===== config.mk =====
export PLATFORM = sky130hd
export DESIGN_NAME = clk_gate_ctrl
export DESIGN_NICKNAME = d
export VERILOG_FILES = /design/src/rtl/clk_gate_ctrl_pkg.sv /design/src/rtl/clk_gate_ctrl.sv
export SDC_FILE = /design/constraint.sdc
export NUM_CORES = 1
export LEC_CHECK = 0
export ABC_CLOCK_PERIOD_IN_PS = 1900
export CAP_MARGIN = 0
export CORE_AREA = 4 4 41 43
export DETAILED_ROUTE_END_ITERATION = 12
export DIE_AREA = 0 0 45 47
export GPL_TIMING_DRIVEN = 0
export PLACE_DENSITY = 0.6
export SYNTH_ARGS = -nofsm -noshare
export SYNTH_HDL_FRONTEND = slang
export SYNTH_SLANG_ARGS = --single-unit

===== constraint.sdc =====
create_clock -name clk_i -period 1.9 [get_ports clk_i]
set_input_delay 0.57 -clock clk_i [delete_from_list [all_inputs] [get_ports clk_i]]
set_output_delay 0.57 -clock clk_i [all_outputs]
set_load 0.1 [all_outputs]

===== src/rtl/clk_gate_ctrl_pkg.sv =====
// ============================================================================
// Module   : clk_gate_ctrl_pkg
// Brief    : Shared state encoding and counter sizing for clk_gate_ctrl.
// Revision : 1.0 - initial release
// ============================================================================
`default_nettype none

package clk_gate_ctrl_pkg;

   typedef enum logic [1:0] {
      ST_OFF  = 2'd0,
      ST_WAKE = 2'd1,
      ST_ON   = 2'd2,
      ST_IDLE = 2'd3
   } clk_gate_ctrl_state_e;

   // Counter must hold both reload values; never narrower than one bit.
   function automatic int cnt_width(input int wake_cyc, input int idle_cyc);
      int m;
      m = 2;
      if (wake_cyc > m) m = wake_cyc;
      if (idle_cyc > m) m = idle_cyc;
      return $clog2(m);
   endfunction

endpackage

`default_nettype wire


===== src/rtl/clk_gate_ctrl.sv =====
// ============================================================================
// Module   : clk_gate_ctrl
// Brief    : Sequences a downstream clock gate: wake on demand, settle before
//            ack, gate again after an idle hold-off.
// Revision : 1.0 - initial release
// ============================================================================
`default_nettype none

module clk_gate_ctrl
   import clk_gate_ctrl_pkg::*;
#(
   parameter int NUM_REQ  = 4,
   parameter int WAKE_CYC = 2,
   parameter int IDLE_CYC = 16
) (
   input  logic               clk_i,
   input  logic               rst_i,
   input  logic [NUM_REQ-1:0] req_i,
   input  logic               force_on_i,
   output logic [NUM_REQ-1:0] ack_o,
   output logic               ena_o,
   output logic [1:0]         state_o
);

   localparam int CW = cnt_width(WAKE_CYC, IDLE_CYC);

   localparam logic [CW-1:0] c_wake_load = CW'(WAKE_CYC - 1);
   localparam logic [CW-1:0] c_idle_load = CW'((IDLE_CYC > 0) ? IDLE_CYC - 1 : 0);
   localparam logic [CW-1:0] c_cnt_one   = CW'(1);

   clk_gate_ctrl_state_e r_state;
   clk_gate_ctrl_state_e w_state_nxt;
   logic [CW-1:0]        r_cnt;
   logic [CW-1:0]        w_cnt_nxt;
   logic                 r_ena;
   logic                 w_demand;
   logic                 w_granted;

   assign w_demand = (|req_i) | force_on_i;

   always_comb begin
      w_state_nxt = r_state;
      w_cnt_nxt   = r_cnt;
      case (r_state)
         ST_OFF: begin
            if (w_demand) begin
               w_state_nxt = ST_WAKE;
               w_cnt_nxt   = c_wake_load;
            end
         end
         // Settle interval always completes, even if demand vanishes.
         ST_WAKE: begin
            if (r_cnt == '0) begin
               w_state_nxt = ST_ON;
            end else begin
               w_cnt_nxt = r_cnt - c_cnt_one;
            end
         end
         ST_ON: begin
            if (!w_demand) begin
               if (IDLE_CYC == 0) begin
                  w_state_nxt = ST_OFF;
               end else begin
                  w_state_nxt = ST_IDLE;
                  w_cnt_nxt   = c_idle_load;
               end
            end
         end
         // Returning demand takes priority over an expiring hold-off.
         ST_IDLE: begin
            if (w_demand) begin
               w_state_nxt = ST_ON;
               w_cnt_nxt   = '0;
            end else if (r_cnt == '0) begin
               w_state_nxt = ST_OFF;
            end else begin
               w_cnt_nxt = r_cnt - c_cnt_one;
            end
         end
         default: begin
            w_state_nxt = ST_OFF;
            w_cnt_nxt   = '0;
         end
      endcase
   end

   always_ff @(posedge clk_i or posedge rst_i) begin
      if (rst_i) begin
         r_state <= ST_OFF;
         r_cnt   <= '0;
         r_ena   <= 1'b0;
      end else begin
         r_state <= w_state_nxt;
         r_cnt   <= w_cnt_nxt;
         r_ena   <= (w_state_nxt != ST_OFF);
      end
   end

   // Grant only once the gated clock has settled; falls with req_i directly.
   assign w_granted = (r_state == ST_ON) || (r_state == ST_IDLE);
   assign ack_o     = req_i & {NUM_REQ{w_granted}};
   assign ena_o     = r_ena;
   assign state_o   = r_state;

endmodule

`default_nettype wire


# [After elaboration in Yosys (flattened, before gate mapping)]
# Cells that the tools add are included.
[op_classes] addsub=1 mul=0 div_mod_pow=0 n_lt_le_gt_ge=0 eq_ne=5 n_shift=0 muxes=11 bitwise_logic=2 n_reduce_logical=6
[ops] cell="$mux 4" n=4
[ops] cell="$pmux 4 s4" n=1
[ops] cell="$mux 2" n=5
[ops] cell="$pmux 2 s4" n=1
[ops] cell="$and 4x4->4" n=1
[ops] cell="$eq 2x2->1 const B" n=2
[ops] cell="$logic_not 4->1" n=1
[ops] cell="$ne 2x2->1 const B" n=2
[ops] cell="$reduce_or 4->1" n=1
[ops] cell="$sub 4x1->4 const B" n=1
[ops] cell="$eq 2x1->1 const B" n=1
[ops] cell="$logic_not 2->1" n=1
[ops] cell="$reduce_and 2->1" n=1
[ops] cell="$reduce_bool 2->1" n=1
[ops] cell="$logic_or 1x1->1" n=1
[ops] cell="$or 1x1->1" n=1
[totals] register_bits=7 latchBits=0 ramBits=0 romBits=0 input_bits=7 out_inout_bits=7 elab_cells=28 memories=0

# [Depth between registers and ports, before layout]
[depth] ltp_word=5 ltp_mapped=6 depth_no_buf=6

# [Worst setup path after synthesis]
# OpenSTA, ideal clock, no wires.
[synth_timing] path_type="reg-to-output" start="reg r_state[1], in the netlist state_o[1]" end="out ack_o[1]" arrival_ns=2.022 required_ns=1.330 setup_slack_ns=-0.692 path_stages_with_launch=3 path_buffers=1 cell_sequence="dfrtp_1 > clkbuf_1 > and2_1"
[synth_via] elab_chain_cells=3 word_cells_on_any_way=4 cone_classes="2 x eq/ne; 1 x bitwise; 1 x reduce/logical"
[synth_rtl] item="start: declaration" line_no="clk_gate_ctrl.sv:31" rtl="clk_gate_ctrl_state_e r_state;"
[synth_rtl] item="start signal: assignment" line_no="clk_gate_ctrl.sv:93" rtl="r_state <= w_state_nxt;"
[synth_rtl] item="$eq 2x2->1" line_no="clk_gate_ctrl.sv:100" rtl="assign w_granted = (r_state == ST_ON) || (r_state == ST_IDLE);"
[synth_rtl] item="$logic_or 1x1->1 (*)" line_no="clk_gate_ctrl.sv:100"
[synth_rtl] item="$and 4x4->4 (*)" line_no="clk_gate_ctrl.sv:101" rtl="assign ack_o = req_i & {NUM_REQ{w_granted}};"
[synth_rtl] item="end: declaration" line_no="clk_gate_ctrl.sv:20" rtl="output logic [NUM_REQ-1:0] ack_o,"
# Mark *: on every way between the ends. The rest lies on a longest branch, timed or not.

# [Worst setup path in the final report]
[layout_timing] start="reg r_state[1], in the netlist state_o[1]" end="out ack_o[3]"
# Same word-level chain as after synthesis.

==> flow_summary.toml <==
[worst_setup_path]
r2r-start = "r_cnt[0]"
cp.arrival_ns = 1.27
reg2reg_slack_ns = 0.30
cp_cell_sequence = "buf_2 -> and2_4 -> buf_12"
critPathMaxStageDelay_ns = 0.49
worstPathRequired_ns = 1.33
r2r_end = "r_cnt[3]"
critPathKind = "flop to primary output"
cp_slowest_cell = "dfrtp_4"
worstPathMaxFanout = 10
critPathBufInv = 2
crit_family = "flip-flops"
worst-r2r-cell-count = 6
cp-start-kind = "flop"
endpoint_kind = "primary output"

[cts]
cts_hold_buf = 0
clockRootBuffer = "clkbuf_4"
clk_latency_ns = 0.25
numCtsBuffers = 3
cts_sinks = 7
tritoncts = "yes"
post_cts_buffers = 0
path_clk_slew_ns = 0.05
htreeDepth = 1
clock_path_buffers = 2

[global_route]
grt_overflow = 0
grtUsageTotal = 0.126
antenna_found_initial = 0
grt_pass1_wl_um = 1860
first_global_vias = 416
grt_max_degree = 11

[timing]
fmax_ghz = 0.543
slew_viol_final = 0
setup_violations = 0
rsz0062_at_grt = "no"
maxSlewHeadroom = 0.640
hold_viol = 0
fin_crit_ns = 1.84
worst_slack_ns = 0.0568
min_period_over_period = 0.970
tightest_slew_ns = 0.543
fin_skew_ns = 0.00284

[layout]
drive_gt1_frac = 0.310
areaGrowthSynthToFinish_pct = 48.0
num-fill-cells = 136
final_cells = 86
n_antenna_cell = 0
post-route-util = 0.539
fin_nets = 80

[min_path]
hold_path.class = "input pin to async pin"

[placed_design]
dp.cells = 82
dp_slack_ns = -1.05
port_buffers = 13
hpwlAfterDp_um = 792
gp_congestion = 0.710

[logic_synthesis]
synthCells = 54
post_synth.cell_area_avg_um2 = 8.78
ys_seq_area_frac = 0.369
yosysTopAreaCell = "dfrtp_1"
yosysUniqueCellTypes = 26
ys_warn_count = 0
synth_flop_cell = "dfrtp_1"
yosysTopAreaCellShare = 0.369
synth_seq_cells = 7
async_reset_ff_frac = 1.00
synth_edf_count = 0
yosysMostFrequentCell = "dfrtp_1"
yosys-top-cells-area = "dfrtp_1 (37%), and2_1 (5.3%), nand2b_1 (5.3%)"
netlist_area_um2 = 474
synth_nets = 62
synthTopCellsByCount = "dfrtp_1 (7), nor2_1 (5)"

[routing]
via_count = 457
first_iter_violations = 6
drc = 0
antenna_left = 0
wl_per_cell_um = 13.0
drt_pass1_iterations = 4
vias_per_cell = 5.31
wl_um = 1110

[floorplan]
dieHeight_um = 47
die_area_mm2 = 0.00212
start_util = 0.364
design.core.area_mm2 = 0.00130
die_x_um = 45
rows = 13
io_pins = 14

[power_and_ir_drop]
ir_drop_mv = 0.367
p_leak_nw = 0.292
cellPowerDensity_mw_per_mm2 = 975

[run]
maxCapViolCount = 0

[status]
status = "finished clean"
per-layer routing:
layer / wire (um) / track usage / up-vias
li1: - / - / 227
met1: 526 / 0.164 / 208
met2: 475 / 0.175 / 20
met3: 94 / 0.0192 / 2
met4: 18 / 0.117 / 0
met5: 0 / 0 / -
cell families after synthesis:
| logic type | count (synthesis) | synth area share |
|---|---|---|
| flops | 7 | 0.369 |
| simple gates | 26 | 0.361 |
| fa+ha+maj | 1 | 0.0264 |
| buf+inv | 5 | 0.0396 |
| compound gates | 15 | 0.203 |
cells in the final DEF (no fill, tap or decap):
master	count
dfrtp_1	6
ha_1	1
clkbuf_1	2
nor3_4	1
and2_1	1
nand2b_1	4
a31oi_1	3
nand2_2	1
a221o_1	1
nand3_1	2
clkdlybuf4s50_1	2
a21oi_1	4
nor3b_1	1
nor2_1	5
clkdlybuf4s15_2	3
a21boi_0	1
inv_1	3
o21ai_0	4
and4bb_2	1
and2_4	4
nand2_1	1
nor2_4	1
dlygate4sd2_1	4
buf_12	4
or3b_2	1
clkbuf_4	3
or4_1	1
o21ai_1	1
and2_0	1
nor3_1	1
dfrtp_4	1
buf_2	1
a221oi_2	1
where the power goes:
part / switching (W) / internal (W) / leakage (nW) / total, W
registers: 0.0000668 / 0.000194 / 0.0806 / 0.000261
clock network: 0.0000557 / 0.0000802 / 0.0150 / 0.000136
logic: 0.000154 / 0.000133 / 0.196 / 0.000287
worst reg2reg max path: cells and delay by family, from the launching register on:
kind	cells	cell delay [ns]
buf+inv	1	0.06
compound gates	2	0.22
flops	1	0.42
simple gates	2	0.59
fa+ha+maj	1	0.24
stage by stage:
| stage | TNS [ns] | hold WS, ns | cell area, um2 | total power (W) |
|---|---|---|---|---|
| 2_1_floorplan | 0 | 0.373 | 487 | 0.000479 |
| 3_5_place_dp | -4.89 | 0.620 | 636 | 0.000536 |
| 5_1_grt | 0 | 0.575 | 702 | 0.000730 |
| 6_report | 0 | 0.547 | 702 | 0.000684 |
| 3_3_place_gp | -4.86 | 0.617 | 636 | 0.000531 |
| 4_1_cts | 0 | 0.554 | 702 | 0.000687 |
flip-flops by register name, indices dropped and copies added (netlist names):
name and count:
r_cnt 4, ena_o 1, state_o 2
layout make-up:
| class | instances | area (um2) | share of cell area |
|---|---|---|---|
| timing repair buffer | 13 | 169 | 0.241 |
| clock buffer | 4 | 26.3 | 0.0374 |
| tap | 15 | 18.8 | 0.0267 |
| buffer | 2 | 8.76 | 0.0125 |
| multi-input combinational | 42 | 289 | 0.412 |
| inverter | 3 | 11.3 | 0.0160 |
| sequential | 7 | 179 | 0.255 |
worst max path at each step:
stage | startpoint | endpoint | cells past startpoint
final | state_o[1] | ack_o[3] | 3
after global routing | state_o[1] | ack_o[1] | 3
after CTS | state_o[1] | ack_o[3] | 3
after detailed placement | req_i[2] | ack_o[2] | 3
after global placement | req_i[3] | ack_o[3] | 3
after floorplan | state_o[0] | r_cnt[0] | 5
timing repair:
item                                    4_1_cts  5_1_grt
endpoints found under the hold margin         0        0
gates resized for setup                      50        1
endpoints found under the setup margin        7        4
pin swaps                                     0        0
(Power assumes the default switching activity.)
